==> src/rtl/mc_ctrl_if.sv <==
`default_nettype none
// ============================================================================
//  Module      : mc_ctrl_if
//  Description : Signal bundle between the multicycle sequencer and the
//                datapath / memory handshakes of the RV32I core.
//                slave  modport : the sequencer (mc_ctrl)
//                master modport : the datapath / environment driving it
//  Signals     : opcode[6:0], imem_ack, dmem_ack, branch_taken   (to sequencer)
//                imem_req, dmem_req, dmem_we, ir_we, pc_we, pc_sel[1:0],
//                rf_we, wb_sel[1:0], alu_a_sel[1:0], alu_b_sel, state[2:0],
//                illegal, timeout, instret[31:0]                 (from sequencer)
//  Revision    : 1.0  initial release
// ============================================================================
interface mc_ctrl_if;
    logic [6:0]  opcode;
    logic        imem_ack;
    logic        dmem_ack;
    logic        branch_taken;

    logic        imem_req;
    logic        dmem_req;
    logic        dmem_we;
    logic        ir_we;
    logic        pc_we;
    logic [1:0]  pc_sel;
    logic        rf_we;
    logic [1:0]  wb_sel;
    logic [1:0]  alu_a_sel;
    logic        alu_b_sel;
    logic [2:0]  state;
    logic        illegal;
    logic        timeout;
    logic [31:0] instret;

    modport slave (
        input  opcode, imem_ack, dmem_ack, branch_taken,
        output imem_req, dmem_req, dmem_we, ir_we, pc_we, pc_sel,
               rf_we, wb_sel, alu_a_sel, alu_b_sel, state,
               illegal, timeout, instret
    );

    modport master (
        output opcode, imem_ack, dmem_ack, branch_taken,
        input  imem_req, dmem_req, dmem_we, ir_we, pc_we, pc_sel,
               rf_we, wb_sel, alu_a_sel, alu_b_sel, state,
               illegal, timeout, instret
    );
endinterface
`default_nettype wire

==> src/rtl/mc_ctrl.sv <==
`default_nettype none
// ============================================================================
//  Module      : mc_ctrl
//  Description : Multicycle FETCH/DECODE/EXEC/MEM/WB sequencer for RV32I.
//                Handshakes with instruction and data memory (req/ack),
//                drives PC/IR/register-file strobes and mux selects, traps
//                on an illegal opcode or a memory-ack timeout.
//  Parameters  : TIMEOUT - max wait cycles for an ack before TRAP
//                TO_W    - width of the shared wait counter
//  Ports       : CLK  - clock, rising edge
//                RST  - asynchronous active-low reset
//                bus  - mc_ctrl_if.slave (opcode/acks in, strobes/status out)
//  Revision    : 1.0  initial release
// ============================================================================
module mc_ctrl #(
    parameter int TIMEOUT = 15,
    parameter int TO_W    = 4
) (
    input  wire logic  CLK,
    input  wire logic  RST,
    mc_ctrl_if.slave   bus
);

    typedef enum logic [2:0] {
        S_FETCH  = 3'd0,
        S_DECODE = 3'd1,
        S_EXEC   = 3'd2,
        S_MEM    = 3'd3,
        S_WB     = 3'd4,
        S_TRAP   = 3'd5
    } state_t;

    localparam logic [6:0]      c_OP_R     = 7'b0110011;
    localparam logic [6:0]      c_OP_I     = 7'b0010011;
    localparam logic [6:0]      c_OP_LD    = 7'b0000011;
    localparam logic [6:0]      c_OP_ST    = 7'b0100011;
    localparam logic [6:0]      c_OP_BR    = 7'b1100011;
    localparam logic [6:0]      c_OP_JAL   = 7'b1101111;
    localparam logic [6:0]      c_OP_JALR  = 7'b1100111;
    localparam logic [6:0]      c_OP_LUI   = 7'b0110111;
    localparam logic [6:0]      c_OP_AUIPC = 7'b0010111;
    localparam logic [TO_W-1:0] c_TIMEOUT  = TO_W'(TIMEOUT);

    state_t            r_state;
    state_t            w_state_nxt;
    logic [TO_W-1:0]   r_wait;
    logic              r_illegal;
    logic              r_timeout;
    logic [31:0]       r_instret;

    // Opcode class decode; IR holds the opcode from DECODE until retirement.
    logic w_op_r, w_op_i, w_op_ld, w_op_st, w_op_br;
    logic w_op_jal, w_op_jalr, w_op_lui, w_op_auipc, w_legal;

    assign w_op_r     = (bus.opcode == c_OP_R);
    assign w_op_i     = (bus.opcode == c_OP_I);
    assign w_op_ld    = (bus.opcode == c_OP_LD);
    assign w_op_st    = (bus.opcode == c_OP_ST);
    assign w_op_br    = (bus.opcode == c_OP_BR);
    assign w_op_jal   = (bus.opcode == c_OP_JAL);
    assign w_op_jalr  = (bus.opcode == c_OP_JALR);
    assign w_op_lui   = (bus.opcode == c_OP_LUI);
    assign w_op_auipc = (bus.opcode == c_OP_AUIPC);
    assign w_legal    = w_op_r | w_op_i | w_op_ld | w_op_st | w_op_br |
                        w_op_jal | w_op_jalr | w_op_lui | w_op_auipc;

    logic       w_imem_req, w_dmem_req, w_dmem_we, w_ir_we, w_pc_we;
    logic [1:0] w_pc_sel, w_wb_sel, w_alu_a_sel;
    logic       w_rf_we, w_alu_b_sel;
    logic       w_wait_inc, w_set_ill, w_set_to, w_retire;

    // ------------------------------------------------------------------
    // Next-state and output decode
    // ------------------------------------------------------------------
    always_comb begin
        w_state_nxt = r_state;
        w_imem_req  = 1'b0;
        w_dmem_req  = 1'b0;
        w_dmem_we   = 1'b0;
        w_ir_we     = 1'b0;
        w_pc_we     = 1'b0;
        w_pc_sel    = 2'd0;
        w_rf_we     = 1'b0;
        w_wb_sel    = 2'd0;
        w_alu_a_sel = 2'd0;
        w_alu_b_sel = 1'b0;
        w_wait_inc  = 1'b0;
        w_set_ill   = 1'b0;
        w_set_to    = 1'b0;
        w_retire    = 1'b0;

        case (r_state)
            S_FETCH: begin
                w_imem_req = 1'b1;
                if (bus.imem_ack) begin
                    w_ir_we     = 1'b1;
                    w_state_nxt = S_DECODE;
                end else if (r_wait == c_TIMEOUT) begin
                    w_set_to    = 1'b1;
                    w_state_nxt = S_TRAP;
                end else begin
                    w_wait_inc  = 1'b1;
                end
            end

            S_DECODE: begin
                if (w_legal) begin
                    w_state_nxt = S_EXEC;
                end else begin
                    w_set_ill   = 1'b1;
                    w_state_nxt = S_TRAP;
                end
            end

            S_EXEC: begin
                w_alu_a_sel = w_op_auipc ? 2'd1 : (w_op_lui ? 2'd2 : 2'd0);
                w_alu_b_sel = ~(w_op_r | w_op_br);
                if (w_op_br) begin
                    // Branches resolve and retire here; no WB cycle.
                    w_pc_we     = 1'b1;
                    w_pc_sel    = bus.branch_taken ? 2'd1 : 2'd0;
                    w_retire    = 1'b1;
                    w_state_nxt = S_FETCH;
                end else if (w_op_ld | w_op_st) begin
                    w_state_nxt = S_MEM;
                end else begin
                    w_state_nxt = S_WB;
                end
            end

            S_MEM: begin
                w_dmem_req = 1'b1;
                w_dmem_we  = w_op_st;
                if (bus.dmem_ack) begin
                    if (w_op_st) begin
                        // Stores retire on the data ack; nothing to write back.
                        w_pc_we     = 1'b1;
                        w_retire    = 1'b1;
                        w_state_nxt = S_FETCH;
                    end else begin
                        w_state_nxt = S_WB;
                    end
                end else if (r_wait == c_TIMEOUT) begin
                    w_set_to    = 1'b1;
                    w_state_nxt = S_TRAP;
                end else begin
                    w_wait_inc  = 1'b1;
                end
            end

            S_WB: begin
                w_rf_we     = 1'b1;
                w_wb_sel    = w_op_ld ? 2'd1 : ((w_op_jal | w_op_jalr) ? 2'd2 : 2'd0);
                w_pc_we     = 1'b1;
                w_pc_sel    = w_op_jal ? 2'd1 : (w_op_jalr ? 2'd2 : 2'd0);
                w_retire    = 1'b1;
                w_state_nxt = S_FETCH;
            end

            S_TRAP: begin
                w_state_nxt = S_TRAP;
            end

            default: begin
                w_state_nxt = S_TRAP;
            end
        endcase
    end

    // ------------------------------------------------------------------
    // State, wait counter, sticky flags, retired-instruction counter
    // ------------------------------------------------------------------
    always_ff @(posedge CLK or negedge RST) begin
        if (!RST) begin
            r_state   <= S_FETCH;
            r_wait    <= '0;
            r_illegal <= 1'b0;
            r_timeout <= 1'b0;
            r_instret <= 32'd0;
        end else begin
            r_state <= w_state_nxt;
            // Shared by FETCH and MEM: any state change restarts the count.
            if (w_state_nxt != r_state) begin
                r_wait <= '0;
            end else if (w_wait_inc) begin
                r_wait <= r_wait + 1'b1;
            end
            if (w_set_ill) begin
                r_illegal <= 1'b1;
            end
            if (w_set_to) begin
                r_timeout <= 1'b1;
            end
            if (w_retire) begin
                r_instret <= r_instret + 32'd1;
            end
        end
    end

    // Strobes are forced low while reset is asserted, independent of the
    // clock, so an in-flight memory request is withdrawn immediately.
    assign bus.imem_req  = RST & w_imem_req;
    assign bus.dmem_req  = RST & w_dmem_req;
    assign bus.dmem_we   = RST & w_dmem_we;
    assign bus.ir_we     = RST & w_ir_we;
    assign bus.pc_we     = RST & w_pc_we;
    assign bus.rf_we     = RST & w_rf_we;
    assign bus.alu_b_sel = RST & w_alu_b_sel;
    assign bus.pc_sel    = RST ? w_pc_sel    : 2'd0;
    assign bus.wb_sel    = RST ? w_wb_sel    : 2'd0;
    assign bus.alu_a_sel = RST ? w_alu_a_sel : 2'd0;
    assign bus.state     = r_state;
    assign bus.illegal   = r_illegal;
    assign bus.timeout   = r_timeout;
    assign bus.instret   = r_instret;

endmodule
`default_nettype wire

==> src/flat_wrapper.sv <==
// flat-port wrapper written by rule: the top's interface ports become plain ports
module mc_ctrl_flat 
#(
    parameter int TIMEOUT = 15,
    parameter int TO_W    = 4
)
  (CLK, RST, bus_opcode, bus_imem_ack, bus_dmem_ack, bus_branch_taken, bus_imem_req, bus_dmem_req, bus_dmem_we, bus_ir_we, bus_pc_we, bus_pc_sel, bus_rf_we, bus_wb_sel, bus_alu_a_sel, bus_alu_b_sel, bus_state, bus_illegal, bus_timeout, bus_instret);
  mc_ctrl_if bus_i ();
  input  wire logic CLK;
  input  wire logic RST;
  input wire logic [$bits(bus_i.opcode)-1:0] bus_opcode;
  input wire logic [$bits(bus_i.imem_ack)-1:0] bus_imem_ack;
  input wire logic [$bits(bus_i.dmem_ack)-1:0] bus_dmem_ack;
  input wire logic [$bits(bus_i.branch_taken)-1:0] bus_branch_taken;
  output wire logic [$bits(bus_i.imem_req)-1:0] bus_imem_req;
  output wire logic [$bits(bus_i.dmem_req)-1:0] bus_dmem_req;
  output wire logic [$bits(bus_i.dmem_we)-1:0] bus_dmem_we;
  output wire logic [$bits(bus_i.ir_we)-1:0] bus_ir_we;
  output wire logic [$bits(bus_i.pc_we)-1:0] bus_pc_we;
  output wire logic [$bits(bus_i.pc_sel)-1:0] bus_pc_sel;
  output wire logic [$bits(bus_i.rf_we)-1:0] bus_rf_we;
  output wire logic [$bits(bus_i.wb_sel)-1:0] bus_wb_sel;
  output wire logic [$bits(bus_i.alu_a_sel)-1:0] bus_alu_a_sel;
  output wire logic [$bits(bus_i.alu_b_sel)-1:0] bus_alu_b_sel;
  output wire logic [$bits(bus_i.state)-1:0] bus_state;
  output wire logic [$bits(bus_i.illegal)-1:0] bus_illegal;
  output wire logic [$bits(bus_i.timeout)-1:0] bus_timeout;
  output wire logic [$bits(bus_i.instret)-1:0] bus_instret;
  assign bus_i.opcode = bus_opcode;
  assign bus_i.imem_ack = bus_imem_ack;
  assign bus_i.dmem_ack = bus_dmem_ack;
  assign bus_i.branch_taken = bus_branch_taken;
  assign bus_imem_req = bus_i.imem_req;
  assign bus_dmem_req = bus_i.dmem_req;
  assign bus_dmem_we = bus_i.dmem_we;
  assign bus_ir_we = bus_i.ir_we;
  assign bus_pc_we = bus_i.pc_we;
  assign bus_pc_sel = bus_i.pc_sel;
  assign bus_rf_we = bus_i.rf_we;
  assign bus_wb_sel = bus_i.wb_sel;
  assign bus_alu_a_sel = bus_i.alu_a_sel;
  assign bus_alu_b_sel = bus_i.alu_b_sel;
  assign bus_state = bus_i.state;
  assign bus_illegal = bus_i.illegal;
  assign bus_timeout = bus_i.timeout;
  assign bus_instret = bus_i.instret;
  mc_ctrl #(.TIMEOUT(TIMEOUT), .TO_W(TO_W)) u_core (.CLK(CLK), .RST(RST), .bus(bus_i));
endmodule
==> config.mk <==
export PLATFORM = sky130hd
export DESIGN_NAME = mc_ctrl_flat
export DESIGN_NICKNAME = d
export VERILOG_FILES = /design/src/rtl/mc_ctrl_if.sv /design/src/rtl/mc_ctrl.sv /design/src/flat_wrapper.sv
export SDC_FILE = /design/constraint.sdc
export NUM_CORES = 1
export LEC_CHECK = 0
export ABC_AREA = 1
export BUFFER_PORTS_ARGS = -buffer_cell sky130_fd_sc_hd__buf_2
export CAP_MARGIN = 20
export CORE_UTILIZATION = 50
export DETAILED_ROUTE_END_ITERATION = 7
export GPL_ROUTABILITY_DRIVEN = 0
export GPL_TIMING_DRIVEN = 0
export PLACE_DENSITY = 0.75
export SLEW_MARGIN = 15
export SYNTH_ARGS = -nofsm -noshare
export SYNTH_HDL_FRONTEND = slang
export SYNTH_SLANG_ARGS = --single-unit
==> constraint.sdc <==
create_clock -name CLK -period 3.9 [get_ports CLK]
set_input_delay 0.39 -clock CLK [delete_from_list [all_inputs] [get_ports CLK]]
set_output_delay 0.39 -clock CLK [all_outputs]
set_load 0.02 [all_outputs]
[Word level (Yosys, flattened, before mapping)]
Index checks and enable logic that the tools add are counted.
Word-level totals
  flip-flop bits (word level): 41
  bits of input ports: 12
  output and inout bits: 50
  word-level logic and storage cells: 88
Cells by class
  $add $sub $neg: 2
  eq/ne operators: 15
  muxes and demuxes: 45
  bitwise operators: 19
  reduce and logical (&&, ||, !) cells: 2
Operator list (number)
  adder 32 x 1 -> 32 bit (second input constant): 1
  two-way mux 2 bit: 12
  == test 7 x 6 -> 1 bit (second input constant): 3
  == test 7 bit (second input constant): 3
  two-way mux 3 bit: 7
  two-way mux 1 bit: 19
  case mux 3 bit (5 select lines): 1
  == test 7 x 5 -> 1 bit (second input constant): 2
  bitwise OR 1 bit: 11
  two-way mux 4 bit: 2
  AND 1 bit: 7
  == test 7 x 2 -> 1 bit (second input constant): 1
  == test 3 x 2 -> 1 bit (second input constant): 2
  adder 4 x 1 -> 4 bit (second input constant): 1
  == test 4 bit (second input constant): 1
  case mux 1 bit (2 select lines): 2
  case mux 2 bit (2 select lines): 1
  == test 3 x 1 -> 1 bit (second input constant): 1
  == test 3 bit (second input constant): 1
  zero test 3 bit: 1
  inequality test 3 bit: 1
  case mux 1 bit (3 select lines): 1
  nonzero test 2 bit: 1
  NOT 1 bit: 1

[Longest topological paths before layout]
Gate-level depths: netlist (run 1).
  depth in word-level cells: 13
  depth in mapped cells: 13
  depth with buffers taken out: 13

[Least setup slack after synthesis (run 1)]
OpenSTA, ideal clock, no wires.
  path type: reg2out
  start point: reg u_core.r_state[1] (netlist: u_core.bus.state[1])
  end point: out bus_pc_sel[1]
  arrival time: 1924 ps
  data required time: 3510 ps
  setup slack: 1586 ps
  stages on the path, launching flop included: 8
  path buffers: 0
  path through: dfrtp_1 > nor2_2 > inv_2 > nor2_1 > inv_2 > nor2_1 > inv_1 > nor3_1
On the way
  cells in the longest elaborated chain, start to end: 3
  elaborated cells on any way between the ends: 4
  those cells by class: eq/ne: 2; mux: 2
RTL lines
  start: declaration: RTL line mc_ctrl.sv:44  | state_t r_state;
  start signal: assignment: RTL line mc_ctrl.sv:181  | r_state <= w_state_nxt;
  == test 3 bit / == test 3 x 2 -> 1 bit (equally long branches): RTL line mc_ctrl.sv:92  | case (r_state)
  case mux 2 bit (2 select lines) *: RTL line mc_ctrl.sv:92
  two-way mux 2 bit *: RTL line mc_ctrl.sv:209  | assign bus.pc_sel = RST ? w_pc_sel : 2'd0;
  end: declaration: RTL line flat_wrapper.sv:20  | output wire logic [$bits(bus_i.pc_sel)-1:0] bus_pc_sel;
Mark *: on every way between the ends. The rest lies on a longest branch, timed or not.

[Final worst setup path (run 1)]
  start point: in RST
  end point: out bus_pc_sel[0]
On the way
  cells in the longest elaborated chain, start to end: 1
RTL lines
  start: declaration: RTL line flat_wrapper.sv:10  | input wire logic RST;
  two-way mux 2 bit: RTL line mc_ctrl.sv:209
No other way between the ends.

==> key figures, run 1 <==
Status
  • Run status: finished, final reports clean

Die
  • FP Rows: 26
  • Ports: 62
  • Die height: 75.5 µm
  • Die X: 75.5 µm
  • Initial core utilization: 52.5%
  • Die area: 5690 µm²
  • Core area: 5140 µm²

Synthesis
  • Netlist cell types: 32
  • Post-synth EDFFs: 0
  • Area leader, netlist: dfrtp_1
  • YS warnings: 0
  • Asr flop ratio synth: 100%
  • Post-synth top area share: 38.0%
  • Syn Nets: 394
  • Cells after Synth: 380
  • Avg Synthesized Cell Area: 7.10 µm²
  • Seq/Total Area, Yosys: 38.0%
  • Synth Register Bits: 41
  • Synth top area cells: dfrtp_1 (38%), nand2_1 (15%), xor2_1 (7.1%), nor2_1 (6.5%), inv_1 (5.3%)
  • Cell area after synthesis: 2700 µm²
  • Ys flop type: dfrtp_1

STA
  • Clock skew: 8.17 ps
  • RSZ-0062 raised after global routing: false
  • Final Hold Violating Endpoints: 0
  • Worst rel slew slack: 34.6%
  • Final Critical Period: 2470 ps
  • Worst slew pin tran: 981 ps
  • Setup TNS: 0 ps
  • Max Freq: 405 MHz
  • Fin. max-slew vios: 0
  • Final period util: 63.3%
  • Setup-failing EPs final: 0

Setup path
  • Worst R2R End: u_core.bus.instret[24]$_DFFE_PN0P_
  • R2r startpoint: u_core.bus.instret[0]$_DFFE_PN0P_
  • Worst Path Arrival: 2080 ps
  • Critical path endpoint category: output pin
  • CP required: 3510 ps
  • Reg2Reg Depth: 7
  • Reg-to-reg slack, setup: 1990 ps
  • Critical path class: in -> out
  • Startpoint types: input port
  • CP Max Fanout: 45

Power and ir drop
  • Int Pwr: 0.000686 W
  • Lkg Pwr: 1.61 nW
  • Seq pwr share: 49.7%
  • Switching Power: 0.000169 W
  • Pwr Density: 265 nW/µm²
  • Combinational power share: 3.2%
  • Clock share of power: 47.1%
  • Net Sw Frac: 19.8%
  • IR drop worst, VDD: 0.214 mV

Clock tree
  • Clock sinks: 41
  • Reg clk slew, reported paths: 80 ps
  • Cts hold-fix bufs: 0
  • Setup repair bufs after CTS: 0
  • CTS buffer count: 5
  • Root Driver: clkbuf_8
  • Total of cells resized after clock tree synthesis: 0
  • CTS tree: yes
  • Worst-case clock buffer depth: 2
  • Worst-Skew Late Latency: 290 ps
  • H-tree depth: 2

Detailed routing
  • Vias/cell: 5.17
  • DRC violations left: 0
  • Met2 routed WL: 2.99 mm
  • Total Wirelength: 6.56 mm
  • Final antenna-violating net count: 0
  • M1 WL: 3.03 mm
  • Router iterations before antenna repair: 5
  • Max layer used: met4
  • Vias post-DR: 2685
  • Iteration-0 DRC Markers: 143
  • WL/cell: 12.6 µm
  • Met3 wire length: 432 µm

GRT
  • Gr usage total: 24.9%
  • Total gr overflow: 0
  • Vias in the first global route: 2344
  • First-pass GRT wire length: 10.6 mm
  • Largest net degree at the start of global routing: 46
  • Initial antenna violation count: 0

Final layout
  • Final Util: 62.7%
  • Final #Nets: 462
  • Antenna diode count: 0
  • Commonest non-fill, non-tap cell in the layout: nand2_1
  • Commonest non-fill, non-tap cells in the layout: nand2_1 (110), buf_2 (63), nor2_1 (47)
  • Synth-to-Final Area Change: 19.5%
  • Layout cell share with drive strength beyond 1: 20.9%

Place
  • Post-DP HPWL: 4.99 mm
  • Port buffer count: 61

Run
  • Max cap viols: 0

Worst hold path
  • Worst Hold Class: in -> async
==> cell usage after synthesis (2+ instances only) <==
| master | count |
|---|---|
| and2_1 | 3 |
| xor2_1 | 22 |
| xnor2_1 | 8 |
| nand3_1 | 20 |
| nor4_1 | 3 |
| a21oi_1 | 2 |
| buf_2 | 2 |
| dfrtp_1 | 41 |
| o21ai_0 | 3 |
| inv_1 | 38 |
| nand4_1 | 11 |
| nor3_2 | 4 |
| o21ai_1 | 13 |
| nor3_1 | 25 |
| ha_1 | 2 |
| nor2_1 | 47 |
| inv_2 | 9 |
| nand2_2 | 3 |
| nor2_2 | 2 |
| nand2_1 | 110 |
==> area by class of cell <==
| class | instances | area, µm² |
|---|---|---|
| Inverter | 47 | 176 |
| Sequential cell | 41 | 1030 |
| Buffer | 3 | 17.5 |
| Multi-Input combinational cell | 289 | 1480 |
| Fill cell | 511 | 1920 |
| Clock inverter | 3 | 65.1 |
| Tap cell | 70 | 87.6 |
| Clock buffer | 5 | 68.8 |
| Timing Repair Buffer | 61 | 305 |
==> kinds of logic after synthesis <==
kind of cell | share of synthesized area (%)
multiplexers | 0.417
buffers and inverters | 7.19
flip-flops | 38.0
AND/OR/NAND/NOR | 38.8
AO/OA/AOI/OAI | 4.87
adder cells (fa/ha/maj) | 0.927
XOR/XNOR | 9.74
==> routing by layer <==
| metal | track usage [%] | vias up |
|---|---|---|
| met5 | 0 | - |
| met1 | 33.6 | 1220 |
| li1 | - | 1352 |
| met3 | 4.10 | 10 |
| met2 | 41.2 | 103 |
| met4 | 8.23 | 0 |
==> metrics by stage <==
| stage | hold WS [ps] | worst slack, ps | area (µm²) | instances | total power [W] |
|---|---|---|---|---|---|
| final | 255 | 1430 | 3220 | 519 | 0.000855 |
| after CTS | 278 | 1380 | 3220 | 519 | 0.000867 |
| after floorplan | 94.4 | 1590 | 2700 | 380 | 0.000443 |
| after detailed placement | 440 | 1380 | 3090 | 511 | 0.000461 |
| after global routing | 330 | 1110 | 3220 | 519 | 0.000882 |
| after global placement | 435 | 1430 | 3090 | 511 | 0.000460 |
==> registers in the layout, indices dropped and copies added, names as in the netlist <==
name and flops:
u_core.bus.instret 32, u_core.r_wait 4, u_core.bus.state 3, u_core.bus.illegal 1
u_core.bus.timeout 1
==> worst max path at each step <==
stage                                   from             to  slack, ps  depth (start not counted)
2_1_floorplan  u_core.bus.state[1]$_DFF_PN0_  bus_pc_sel[1]       1590                          7
3_3_place_gp                             RST  bus_pc_sel[0]       1430                          6
3_5_place_dp                             RST  bus_pc_sel[0]       1380                          6
4_1_cts                                  RST  bus_pc_sel[0]       1380                          6
5_1_grt                                  RST  bus_pc_sel[0]       1110                          6
6_report                                 RST  bus_pc_sel[0]       1430                          6
==> worst max-delay path: stages <==
cell     delay (ps)
buf_2           730
inv_1           240
nor2_1          200
inv_1           110
a22oi_1         200
buf_2           200
==> power groups by stage <==
| stage | registers, W | logic, W | clock network [W] |
|---|---|---|---|
| global placement | 0.000433 | 0.0000272 | 0 |
| finish | 0.000425 | 0.0000275 | 0.000403 |
| CTS | 0.000425 | 0.0000280 | 0.000414 |
| global route | 0.000425 | 0.0000318 | 0.000425 |
| floorplan | 0.000433 | 0.00000931 | 0 |
| detailed placement | 0.000433 | 0.0000279 | 0 |
Power figures use the tool's default switching activity.
==> run 2: changes to the inputs <==
- CORE_UTILIZATION: 50 -> 49
- PLACE_DENSITY: 0.75 -> 0.76
- clock period: 3.9 -> 2.1 ns (I/O delays scaled with it)
==> key figures, run 2 (synthesized netlist as in run 1, its figures left out) <==
GRT
  • Total gr overflow: 0 (unchanged)
  • GRT met3 Usage: 4.55% (+0.45 points)
  • Busiest grt layer: met2
  • Met2 GRT Util: 40.9% (-0.26 points)
  • Gr usage total: 25.4% (+0.41 points)
  • Initial antenna violation count: 0 (unchanged)
  • First-pass GRT wire length: 11.7 mm (+9.9%)
  • Largest net degree at the start of global routing: 42 (-8.7%)
  • Global routing usage on met1: 33.8% (+0.24 points)
  • Vias in the first global route: 2539 (+8.3%)

Setup path
  • Worst Path Arrival: 1780 ps (-300 ps)
  • Startpoint types: flip-flop
  • Critical path endpoint category: output pin
  • R2r startpoint: u_core.bus.instret[0]$_DFFE_PN0P_
  • Launch point of the worst path: u_core.bus.state[1]$_DFF_PN0_
  • Worst setup endpoint: bus_pc_sel[0]
  • CP required: 1890 ps (-1620 ps)
  • Reg-to-reg slack, setup: 220 ps (-1770 ps)
  • Worst R2R End: u_core.bus.instret[10]$_DFFE_PN0P_
  • CP Max Fanout: 5 (-89%)
  • Critical path class: reg -> out
  • Reg2Reg Depth: 6 (-1)

Clock tree
  • Worst-Skew Late Latency: 300 ps (about the same)
  • Worst-case clock buffer depth: 2 (unchanged)
  • Reg clk slew, reported paths: 80 ps (about the same)
  • Root Driver: clkbuf_8
  • H-tree depth: 2 (unchanged)
  • Clock sinks: 41 (unchanged)
  • CTS tree: yes
  • CTS buffer count: 5 (unchanged)

Place
  • Port buffer count: 61 (unchanged)
  • Post-DP HPWL: 5.09 mm (+2.1%)
  • Pre-CTS setup slack: -30.3 ps (-1410 ps)
  • Placed cells: 511 (unchanged)

Die
  • Die height: 76.2 µm (+0.99%)
  • Initial core utilization: 51.8% (-0.66 points)
  • Die X: 76.2 µm (+0.99%)
  • Ports: 62 (unchanged)
  • Core area: 5200 µm² (+1.3%)
  • Die area: 5810 µm² (+2.0%)
  • FP Rows: 26 (unchanged)

Power and ir drop
  • Pwr Density: 433 nW/µm² (+63%)
  • Net Sw Frac: 22.2% (+2.4 points)
  • Int Pwr: 0.00110 W (+61%)
  • IR drop worst, VDD: 0.302 mV (+41%)
  • Lkg Pwr: 1.64 nW (+1.6%)
  • Switching Power: 0.000314 W (+86%)
  • Clock share of power: 40.2% (-6.9 points)
  • Seq pwr share: 55.6% (+5.9 points)
  • Combinational power share: 4.2% (+1.0 points)

STA
  • Clock skew: 11.6 ps (+3.40 ps)
  • Worst rel slew slack: 76.2% (+42 points)
  • Final Critical Period: 1990 ps
  • Setup-failing EPs final: 0 (unchanged)
  • Setup TNS: 0 ps (unchanged)
  • Final setup margin: 111 ps (-1320 ps)
  • Final period util: 94.7%
  • Max Freq: 503 MHz
  • Final Hold Violating Endpoints: 0 (unchanged)
  • Fin. max-slew vios: 0 (unchanged)
  • Worst slew pin tran: 354 ps (-627 ps)

Final layout
  • Synth-to-Final Area Change: 21.5%
  • Filler instances: 489 (-4.3%)
  • Reg area: 1030 µm² (+0.24%)
  • Commonest non-fill, non-tap cell in the layout: nand2_1
  • Final Non-Filler Cells: 526 (+1.3%)
  • Commonest non-fill, non-tap cells in the layout: nand2_1 (110), buf_2 (60), nor2_1 (46)
  • Layout cell share with drive strength beyond 1: 22.6% (+1.7 points)
  • Max reg flops: 32 (unchanged)
  • Final #Nets: 469 (+1.5%)
  • Area taken by multi-input logic gates: 1490 µm² (+0.51%)
  • Antenna diode count: 0 (unchanged)

Detailed routing
  • Vias post-DR: 2765 (+3.0%)
  • Iteration-0 DRC Markers: 149 (+4.2%)
  • DRC violations left: 0 (unchanged)
  • Total Wirelength: 6.98 mm (+6.4%)
  • Router iterations before antenna repair: 5 (unchanged)
  • WL/cell: 13.3 µm (+5.0%)
  • Final antenna-violating net count: 0 (unchanged)
  • Vias/cell: 5.26 (+1.6%)

Worst hold path
  • Worst Hold Class: in -> reg
  • Min-delay src: bus_imem_ack
  • Worst hold path depth: 3

Run
  • Max cap viols: 0 (unchanged)

Status
  • Run status: finished, final reports clean
[run 2: power by group through the flow]
stage | Clock [W] | Sequential (W) | Combinational [W]
after global routing | 0.000611 | 0.000789 | 0.0000685
after floorplan | 0 | 0.000805 | 0.0000173
after global placement | 0 | 0.000804 | 0.0000510
after CTS | 0.000588 | 0.000789 | 0.0000602
after detailed placement | 0 | 0.000804 | 0.0000521
final | 0.000571 | 0.000789 | 0.0000593
[run 2: per-stage QoR]
| step | util, % | hold WS, ps | instance area [µm²] | total power [W] |
|---|---|---|---|---|
| 3_5_place_dp | 59.4 | 430 | 3090 | 0.000857 |
| 6_report | 63.0 | 265 | 3280 | 0.00142 |
| 2_1_floorplan | - | -85.6 | 2700 | 0.000822 |
| 5_1_grt | 63.0 | 292 | 3280 | 0.00147 |
| 4_1_cts | 61.9 | 254 | 3220 | 0.00144 |
| 3_3_place_gp | 59.4 | 422 | 3090 | 0.000855 |
[run 2: routing by layer]
| layer | routed length (µm) | up-vias |
|---|---|---|
| met5 | 0 | - |
| met4 | 109 | 0 |
| met3 | 429 | 11 |
| met2 | 3190 | 109 |
| met1 | 3250 | 1279 |
| li1 | - | 1366 |
[run 2: cell type report]
cell class                      count  area share, %
Buffer                              2          0.382
Clock buffer                        7           2.94
Clock inverter                      1          0.153
Inverter                           47           5.38
Multi-Input combinational cell    289           45.3
Sequential cell                    41           31.4
Tap cell                           70           2.67
Timing Repair Buffer               69           11.8
[run 2: worst min path at each step]
stage	endpoint
floorplan	u_core.bus.illegal$_DFFE_PN0P_
global placement	u_core.r_wait[1]$_DFFE_PN0P_
detailed placement	u_core.r_wait[1]$_DFFE_PN0P_
CTS	u_core.bus.timeout$_DFFE_PN0P_
global route	u_core.bus.timeout$_DFFE_PN0P_
finish	u_core.bus.timeout$_DFFE_PN0P_
[run 2: repair_timing]
item / in CTS / in global routing
endpoints found under the hold margin: 41 / 0
hold buffers: 2 / 0
pin swaps: 0 / 1
endpoints found under the setup margin: 2 / 3
gates resized for setup: 2 / 4
setup buffers: 0 / 6
[run 2: worst max-delay path, stage by stage, from the launching register on]
cell,delay (ps)
dfrtp_2,460
nor2_4,170
inv_2,60
nor2_2,140
inv_2,70
nor2_1,120
inv_1,100
a22oi_1,190
buf_4,170
==> run 3: changes to the inputs <==
- GPL_TIMING_DRIVEN: 0 -> default
- SLEW_MARGIN: 15 -> 10
==> key figures, run 3 (synthesized netlist as in run 1, its figures left out) <==
Final layout
  • Final Cell Area: 3250 µm² (-0.76%)
  • Filler instances: 495 (+1.2%)
  • Final #Nets: 468 (-0.21%)
  • Commonest non-fill, non-tap cell in the layout: nand2_1
  • Layout cell share with drive strength beyond 1: 22.0% (-0.61 points)
  • Max reg flops: 32 (unchanged)
  • Antenna diode count: 0 (unchanged)
  • Final Util: 62.5% (-0.48 points)
  • Commonest non-fill, non-tap cells in the layout: nand2_1 (110), buf_2 (60), nor2_1 (45)
  • Synth-to-Final Area Change: 20.5%

Detailed routing
  • Final antenna-violating net count: 0 (unchanged)
  • Total Wirelength: 6.84 mm (-2.0%)
  • Router iterations before antenna repair: 6 (+1)
  • Vias post-DR: 2726 (-1.4%)
  • Vias/cell: 5.19 (-1.2%)
  • DRC violations left: 0 (unchanged)
  • Iteration-0 DRC Markers: 166 (+11%)
  • WL/cell: 13.0 µm (-1.8%)

STA
  • Fin. max-slew vios: 0 (unchanged)
  • Max Freq: 512 MHz (+1.8%)
  • Final setup margin: 147 ps (+35.5 ps)
  • Worst rel slew slack: 76.5% (+0.29 points)
  • Final period util: 93.0% (-1.7 points)
  • Final Critical Period: 1950 ps (-35.5 ps)
  • Worst slew pin tran: 350 ps (-4.28 ps)
  • Setup-failing EPs final: 0 (unchanged)
  • Clock skew: 5.88 ps (-5.69 ps)
  • Setup TNS: 0 ps (unchanged)
  • RSZ-0062 raised after global routing: false
  • Final Hold Violating Endpoints: 0 (unchanged)

Clock tree
  • Worst-case clock buffer depth: 2 (unchanged)
  • CTS buffer count: 5 (unchanged)
  • CTS tree: yes
  • Reg clk slew, reported paths: 70 ps (about the same)
  • Clock sinks: 41 (unchanged)
  • H-tree depth: 2 (unchanged)
  • Root Driver: clkbuf_8
  • Worst-Skew Late Latency: 290 ps (about the same)

Setup path
  • Slowest cell on the critical path: dfrtp_2
  • Startpoint types: flip-flop
  • Critical path class: reg -> out
  • Worst Path Arrival: 1740 ps (-40 ps)
  • Critical path endpoint category: output pin
  • CP required: 1890 ps (about the same)
  • CP Max Fanout: 5 (unchanged)
  • Worst path cell trace: nor2_4 -> inv_2 -> nor2_4 -> inv_2 -> nor2_2 -> inv_1 -> a22oi_1 -> buf_4
  • Reg-to-reg slack, setup: 280 ps (+60 ps)
  • CP peak stage delay: 450 ps (about the same)

Die
  • Die area: 5810 µm² (unchanged)
  • FP Rows: 26 (unchanged)
  • Core area: 5200 µm² (unchanged)
  • Initial core utilization: 51.8% (unchanged)
  • Die height: 76.2 µm (unchanged)
  • Ports: 62 (unchanged)
  • Die X: 76.2 µm (unchanged)

Status
  • Run status: finished, final reports clean

GRT
  • First-pass GRT wire length: 11.3 mm (-3.2%)
  • Total gr overflow: 0 (unchanged)
  • Gr usage total: 24.7% (-0.69 points)
  • Largest net degree at the start of global routing: 30 (-29%)
  • Vias in the first global route: 2424 (-4.5%)
  • Initial antenna violation count: 0 (unchanged)

Power and ir drop
  • IR drop worst, VDD: 0.447 mV (+48%)
  • Post-layout power: 0.00135 W (-5.1%)
  • Pwr Density: 414 nW/µm² (-4.4%)
  • Lkg Pwr: 1.64 nW (-0.13%)

Place
  • Post-DP HPWL: 5.26 mm (+3.2%)
  • Port buffer count: 61 (unchanged)
  • Pre-CTS setup slack: 261 ps (+291 ps)
  • Dpl cell area: 3100 µm² (+0.41%)

Worst hold path
  • Worst Hold Class: in -> reg

Run
  • Max cap viols: 0 (unchanged)
==> run 3: worst paths after layout <==
check	end	start	cells after the start
worst max-delay path	bus_pc_sel[0]	u_core.bus.state[1]$_DFF_PN0_	8
worst min-delay path	u_core.bus.timeout$_DFFE_PN0P_	bus_imem_ack	3
worst max register to register	u_core.bus.instret[19]$_DFFE_PN0P_	u_core.bus.state[0]$_DFF_PN0_	10
worst min register to register	u_core.bus.timeout$_DFFE_PN0P_	u_core.bus.timeout$_DFFE_PN0P_	1
max in group asynchronous	u_core.bus.instret[23]$_DFFE_PN0P_	RST	3
min in group asynchronous	u_core.bus.state[2]$_DFF_PN0_	RST	3
==> run 3: repair_timing <==
item | in CTS | in global routing
setup endpoints to repair | 1 | 5
hold buffers | 1 | 0
resized for setup | 1 | 7
gates cloned | 0 | 1
setup buffers | 0 | 3
hold endpoints to repair | 12 | 0
pin swaps | 0 | 2
==> run 3: area by class of cell <==
class                           count  area [µm²]  share of cell area, %
Clock buffer                        8        80.1                   2.46
Tap cell                           70        87.6                   2.69
Multi-Input combinational cell    290        1510                   46.4
Inverter                           47         176                   5.43
Timing Repair Buffer               69         370                   11.4
Sequential cell                    41        1030                   31.6
==> run 3: through the flow <==
stage | hold WS, ps | cells
3_3_place_gp | 265 | 512
6_report | 269 | 525
4_1_cts | 266 | 521
5_1_grt | 290 | 525
3_5_place_dp | 271 | 512
2_1_floorplan | -85.6 | 380
==> run 3: critical path, delay by kind of cell, from the launching register on <==
| family | cells | cell delay (ps) |
|---|---|---|
| AND/OR/NAND/NOR | 3 | 390 |
| flip-flops | 1 | 450 |
| AO/OA/AOI/OAI | 1 | 190 |
| buffers and inverters | 4 | 420 |
==> run 3: per-layer routing <==
| metal | vias to the layer above | share of wire [%] | global-route usage, % |
|---|---|---|---|
| met5 | - | 0 | 0 |
| met4 | 0 | 1.5 | 7.50 |
| met3 | 12 | 6.8 | 5.03 |
| met2 | 108 | 46 | 41.0 |
| met1 | 1237 | 46 | 32.5 |
| li1 | 1369 | - | - |
==> run 3: report_power, final <==
group / switching, W / leakage, nW / total (W) / internal, W
combinational: 0.0000398 / 1.08 / 0.0000564 / 0.0000166
clock: 0.000265 / 0.0395 / 0.000501 / 0.000236
sequential: 0 / 0.519 / 0.000789 / 0.000789
total: 0.000305 / 1.64 / 0.00135 / 0.00104
